`config.mk`:
```
export PLATFORM = sky130hd
export DESIGN_NAME = fir_tdm
export DESIGN_NICKNAME = d
export VERILOG_FILES = /design/src/rtl/fir_tdm.sv
export SDC_FILE = /design/constraint.sdc
export NUM_CORES = 2
export LEC_CHECK = 0
export CORE_MARGIN = 2
export CORE_UTILIZATION = 30
export CTS_BUF_LIST = sky130_fd_sc_hd__clkbuf_4
export DETAILED_ROUTE_END_ITERATION = 8
export MAX_ROUTING_LAYER = met4
export SYNTH_ARGS = -nofsm -noshare
export SYNTH_HDL_FRONTEND = slang
export SYNTH_SLANG_ARGS = --single-unit
```
`constraint.sdc`:
```
create_clock -name clk -period 184.7 [get_ports clk]
set_input_delay 46.175 -clock clk [delete_from_list [all_inputs] [get_ports clk]]
set_output_delay 46.175 -clock clk [all_outputs]
set_load 0.1 [all_outputs]
```
`src/rtl/fir_tdm.sv`:
```
// Time-division-multiplexed multi-channel FIR filter built around one shared MAC.
// Optional clamping of the output is enabled by defining FIR_TDM_SAT_EN; otherwise the output wraps.
module fir_tdm #(
  parameter int unsigned IWIDTH   = 16,
  parameter int unsigned CWIDTH   = 16,
  parameter int unsigned TAPS     = 32,
  parameter int unsigned CHANNELS = 2,
  parameter int unsigned OWIDTH   = 16,
  parameter int unsigned SHIFT    = 15
) (
  input  logic                                          clk,
  input  logic                                          rst,
  input  logic                                          coef_we,
  input  logic [$clog2(TAPS)-1:0]                       coef_addr,
  input  logic signed [CWIDTH-1:0]                      coef_data,
  input  logic                                          in_valid,
  output logic                                          in_ready,
  input  logic [((CHANNELS > 1) ? $clog2(CHANNELS) : 1)-1:0] in_ch,
  input  logic signed [IWIDTH-1:0]                      in_data,
  output logic                                          out_valid,
  output logic [((CHANNELS > 1) ? $clog2(CHANNELS) : 1)-1:0] out_ch,
  output logic signed [OWIDTH-1:0]                      out_data,
  output logic                                          out_sat
);

  localparam int unsigned KW  = $clog2(TAPS);
  localparam int unsigned CHW = (CHANNELS > 1) ? $clog2(CHANNELS) : 1;
  localparam int unsigned PRW = IWIDTH + CWIDTH;
  localparam int unsigned AW  = PRW + $clog2(TAPS);
  localparam int unsigned XW  = (AW + 1 > OWIDTH) ? AW + 1 : OWIDTH + 1;
  localparam int unsigned RSH = (SHIFT > 0) ? SHIFT - 1 : 0;

  localparam logic [KW-1:0]         K_LAST = KW'(TAPS - 1);
  localparam logic [KW:0]           K_LIM  = (KW + 1)'(TAPS);
  localparam logic [CHW:0]          CH_LIM = (CHW + 1)'(CHANNELS);
  localparam logic signed [XW-1:0]  RND    = (SHIFT > 0) ? (XW'(1) << RSH) : '0;

  typedef enum logic [1:0] {S_IDLE, S_MAC, S_OUT} state_e;

  state_e                   state_q, state_d;
  logic signed [IWIDTH-1:0] hist_q [CHANNELS][TAPS];
  logic signed [IWIDTH-1:0] hist_d [CHANNELS][TAPS];
  logic signed [CWIDTH-1:0] coef_q [TAPS];
  logic signed [CWIDTH-1:0] coef_d [TAPS];
  logic [KW-1:0]            ptr_q [CHANNELS];
  logic [KW-1:0]            ptr_d [CHANNELS];
  logic [CHW-1:0]           ch_q, ch_d;
  logic [KW-1:0]            rd_q, rd_d;
  logic [KW-1:0]            k_q, k_d;
  logic signed [AW-1:0]     acc_q, acc_d;
  logic                     in_ready_q, in_ready_d;
  logic                     out_valid_q, out_valid_d;
  logic [CHW-1:0]           out_ch_q, out_ch_d;
  logic signed [OWIDTH-1:0] out_data_q, out_data_d;
  logic                     out_sat_q, out_sat_d;

  logic                     accept_c;
  logic                     ch_ok_c;
  logic                     addr_ok_c;
  logic signed [PRW-1:0]    prod_c;
  logic signed [AW-1:0]     mac_sum_c;
  logic signed [XW-1:0]     rnd_c;
  logic signed [XW-1:0]     shf_c;
  logic signed [OWIDTH-1:0] res_c;
  logic                     res_sat_c;

  assign ch_ok_c   = {1'b0, in_ch} < CH_LIM;
  assign addr_ok_c = {1'b0, coef_addr} < K_LIM;
  assign accept_c  = (state_q == S_IDLE) && in_valid && in_ready_q && ch_ok_c;

  // Serial MAC: k_q selects the coefficient, rd_q walks the history from newest to oldest.
  assign prod_c    = coef_q[k_q] * hist_q[ch_q][rd_q];
  assign mac_sum_c = acc_q + AW'(prod_c);
  assign rnd_c     = XW'(mac_sum_c) + RND;
  assign shf_c     = rnd_c >>> SHIFT;

`ifdef FIR_TDM_SAT_EN
  localparam logic signed [XW-1:0] OMAX = {{(XW - OWIDTH + 1){1'b0}}, {(OWIDTH - 1){1'b1}}};
  localparam logic signed [XW-1:0] OMIN = {{(XW - OWIDTH + 1){1'b1}}, {(OWIDTH - 1){1'b0}}};

  always_comb begin
    res_c     = shf_c[OWIDTH-1:0];
    res_sat_c = 1'b0;
    if (shf_c > OMAX) begin
      res_c     = OMAX[OWIDTH-1:0];
      res_sat_c = 1'b1;
    end else if (shf_c < OMIN) begin
      res_c     = OMIN[OWIDTH-1:0];
      res_sat_c = 1'b1;
    end
  end
`else
  logic unused_hi_bits_c;

  assign res_c            = shf_c[OWIDTH-1:0];
  assign res_sat_c        = 1'b0;
  assign unused_hi_bits_c = ^shf_c[XW-1:OWIDTH];
`endif

  // Next-state and datapath update.
  always_comb begin
    state_d     = state_q;
    hist_d      = hist_q;
    coef_d      = coef_q;
    ptr_d       = ptr_q;
    ch_d        = ch_q;
    rd_d        = rd_q;
    k_d         = k_q;
    acc_d       = acc_q;
    in_ready_d  = in_ready_q;
    out_valid_d = 1'b0;
    out_ch_d    = out_ch_q;
    out_data_d  = out_data_q;
    out_sat_d   = out_sat_q;

    case (state_q)
      S_IDLE: begin
        in_ready_d = 1'b1;
        if (coef_we && addr_ok_c) begin
          coef_d[coef_addr] = coef_data;
        end
        if (accept_c) begin
          hist_d[in_ch][ptr_q[in_ch]] = in_data;
          ptr_d[in_ch] = (ptr_q[in_ch] == K_LAST) ? '0 : ptr_q[in_ch] + KW'(1);
          ch_d       = in_ch;
          rd_d       = ptr_q[in_ch];
          k_d        = '0;
          acc_d      = '0;
          in_ready_d = 1'b0;
          state_d    = S_MAC;
        end
      end
      S_MAC: begin
        acc_d = mac_sum_c;
        rd_d  = (rd_q == '0) ? K_LAST : rd_q - KW'(1);
        k_d   = k_q + KW'(1);
        if (k_q == K_LAST) begin
          out_valid_d = 1'b1;
          out_ch_d    = ch_q;
          out_data_d  = res_c;
          out_sat_d   = res_sat_c;
          state_d     = S_OUT;
        end
      end
      S_OUT: begin
        in_ready_d = 1'b1;
        state_d    = S_IDLE;
      end
      default: begin
        in_ready_d = 1'b0;
        state_d    = S_IDLE;
      end
    endcase
  end

  always_ff @(posedge clk or posedge rst) begin
    if (rst) begin
      state_q     <= S_IDLE;
      ch_q        <= '0;
      rd_q        <= '0;
      k_q         <= '0;
      acc_q       <= '0;
      in_ready_q  <= 1'b0;
      out_valid_q <= 1'b0;
      out_ch_q    <= '0;
      out_data_q  <= '0;
      out_sat_q   <= 1'b0;
      for (int c = 0; c < CHANNELS; c++) begin
        ptr_q[c] <= '0;
        for (int t = 0; t < TAPS; t++) begin
          hist_q[c][t] <= '0;
        end
      end
      for (int t = 0; t < TAPS; t++) begin
        coef_q[t] <= '0;
      end
    end else begin
      state_q     <= state_d;
      hist_q      <= hist_d;
      coef_q      <= coef_d;
      ptr_q       <= ptr_d;
      ch_q        <= ch_d;
      rd_q        <= rd_d;
      k_q         <= k_d;
      acc_q       <= acc_d;
      in_ready_q  <= in_ready_d;
      out_valid_q <= out_valid_d;
      out_ch_q    <= out_ch_d;
      out_data_q  <= out_data_d;
      out_sat_q   <= out_sat_d;
    end
  end

  assign in_ready  = in_ready_q;
  assign out_valid = out_valid_q;
  assign out_ch    = out_ch_q;
  assign out_data  = out_data_q;
  assign out_sat   = out_sat_q;

endmodule
```
==> impl_metrics.yaml <==
run_status:
  status: "finished clean"
grt:
  grt_pass1_vias: 56300
  overflow: 0
  track_usage: 0.161
  grt_max_degree: 185
  grt_pass1_wl_microns: 344000
  antenna_found_initial: 18
worst_setup_path:
  crit_fanout: 108
  worst_ep_required_time_ns: 185.98
  critPathLaunchType: "input pin"
  r2r_cells: 31
  crit_type: "in2async"
  crit_path_end_kind: "async pin"
  worst_ep_arrival_time_ns: 51.30
logic_synthesis:
  netlist_instances: 6060
  async_flop_share: 1.00
  synth_edf_count: 0
  synthTopCellsByArea: "dfrtp_1 (48%), mux2_2 (21%), mux4_2 (8.3%)"
  syn_area_per_cell_sq_um: 13.9
  ys_seq_elements: 1609
  ys_warn_count: 0
  synth_cell_types: 76
  yosysTopAreaCell: "dfrtp_1"
  synth_nets: 6491
  synth_top_area_share: 0.478
  synth_area_sq_um: 84200
  ys_seq_area_frac: 0.478
  yosys_most_used_dff: "dfrtp_1"
pwr:
  p_leak_nw: 44.7
  total_power_mw: 1.59
  vdd_ir_drop_max_mv: 0.0336
  power_density_nw_per_um2: 16.9
clock_network:
  ctsHoldBuffers: 0
  cts_tree: "yes"
  ctsResizeCount: 0
  cts_root_buffer: "clkbuf_4"
  cts_setup_buffers: 0
  cts_made_buffers: 443
  cts_max_level: 5
  insertion_delay_ns: 1.41
  clock-sinks: 1609
  clk_path_buf_depth: 4
  clk_pin_slew_ns: 0.07
sta:
  fin_crit_sh: 0.271
  final.min_clock_period_ns: 50.02
  relSlewSlack: 0.0782
  finalSetupTns_ns: 0
  rsz0062_at_grt: "false"
  slew_viol_final: 0
  setup_ws_ns: 134.68
  setup_viol: 0
  tightestPinTransition_ns: 1.38
  clock.fmax_mhz: 20.0
  finClkSkew_ns: 0.213
  finalHoldViolCount: 0
routing:
  routed_wl_microns: 222000
  post_drt_wl_per_cell_microns: 21.6
  ant_nets: 0
  drtPass1Iterations: 6
  vias: 51500
  drc: 0
  first_iter_violations: 3024
  viasPerCell: 5.01
finish:
  regArea_sq_um: 40300
  nFillCells: 27300
  final_common_cell: "dfrtp_1"
  multi_input_comb_area_sq_um: 40800
  drive_gt1_frac: 0.431
  finalNetCount: 6661
  mostFrequentLayoutCells: "dfrtp_1 (1600), mux2_2 (1554), clkbuf_4 (677)"
  area_delta_synth_final_pct: 11.7
die:
  die_area_sq_um: 285000
  core_sq_um: 279000
  ios: 62
  fp-row-count: 194
  start_util: 0.301
  dieWidth_microns: 534
  die_h_microns: 534
placement:
  pre_cts_slack_ns: 132.98
  portBuffers: 60
  place_congestion: 0.818
  dp_hpwl_microns: 135000
worst_hold_path:
  hp-class: "reg2reg"
  min_delay_path_depth: 1
job:
  max-cap-violations: 0
[flip-flops by register name, summed over array words and instances, names as in the netlist]
signal	cells
acc_q	31
ch_q	1
coef_q	512
hist_q	1024
in_ready	1
k_q	5
out_ch	1
out_data	16
out_valid	1
ptr_q	10
rd_q	5
state_q	2
[logic make-up (layout without fill, tap and decap cells)]
| family | after synthesis | count (layout) | synth area share |
|---|---|---|---|
| muxes | 2111 | 2111 | 0.320 |
| and+or+nand+nor | 682 | 682 | 0.0403 |
| buffers and inverters | 812 | 1277 | 0.0391 |
| AOI/OAI and AO/OA | 401 | 401 | 0.0329 |
| DFF | 1609 | 1609 | 0.478 |
| other | 1 | 18 | 0.0000445 |
| xor gates and xnor gates | 55 | 55 | 0.00572 |
| adders and majority gates | 389 | 389 | 0.0832 |
[through the flow]
stage	instances	hold WS (ns)	utilization	cell area, sq um
after floorplan	6060	0.456	-	84200
after global placement	9509	0.470	0.317	88700
after detailed placement	9509	0.470	0.317	88700
after CTS	10200	0.383	0.337	94000
after global routing	10300	0.395	0.337	94100
final	10300	0.368	0.337	94100
[final timing paths]
| check | start | slack (ns) | to |
|---|---|---|---|
| min in group asynchronous | rst | 45.58 | hist_q[213] |
| min reg2reg | state_q[0] | 0.37 | in_ready |
| max | rst | 134.68 | acc_q[21] |
| max in group clk | in_ready | 135.32 | in_ready |
| max reg2reg | ch_q | 173.06 | out_data[12] |
| min | state_q[0] | 0.37 | in_ready |
[cells in the mapped netlist, types with 8 or more instances]
master	number
and3_1	8
and2_1	35
or2_2	13
o221ai_1	112
ha_1	104
fa_1	285
nand3_1	41
o21ai_1	13
buf_6	8
clkbuf_1	360
a21o_1	11
nor2b_1	97
buf_4	35
nor3_1	49
o21ai_0	43
a211oi_1	20
xnor2_1	35
nor2_1	165
buf_1	44
nand2_1	167
xor2_1	20
a21oi_1	104
dfrtp_1	1609
o22ai_1	54
mux2i_1	245
inv_1	330
mux4_2	312
mux2_2	1554
buf_2	33
nand2b_1	70
[layer usage]
| metal | vias up | global-route usage | routed length (microns) |
|---|---|---|---|
| li1 | 22200 | - | - |
| met1 | 27600 | 0.204 | 97500 |
| met2 | 1210 | 0.259 | 108000 |
| met3 | 406 | 0.0287 | 10700 |
| met4 | 0 | 0.0552 | 6270 |
| met5 | - | - | 0 |
[power by group]
part,leakage [nW],switching [mW],internal (mW)
logic,19.3,0.524,0.335
registers,22.2,0.0263,0.393
clock network,3.25,0.146,0.166
[cell type report]
cell class / instances / area share
multi-input cells: 3639 / 0.434
flip-flops and latches: 1609 / 0.428
clock buffers: 677 / 0.0540
well taps: 3724 / 0.0495
repair buffers: 206 / 0.0178
inverters: 331 / 0.0133
clock inverters: 63 / 0.00290
diodes: 17 / 0.000452
[worst max-delay path, cell delays in order]
cell	delay, ns
clkdlybuf4s50_1	0.62
inv_8	0.56
buf_4	0.72
buf_4	0.88
buf_4	0.75
buf_4	0.71
buf_4	0.65
Note: power is estimated with default switching activity, not from simulation.
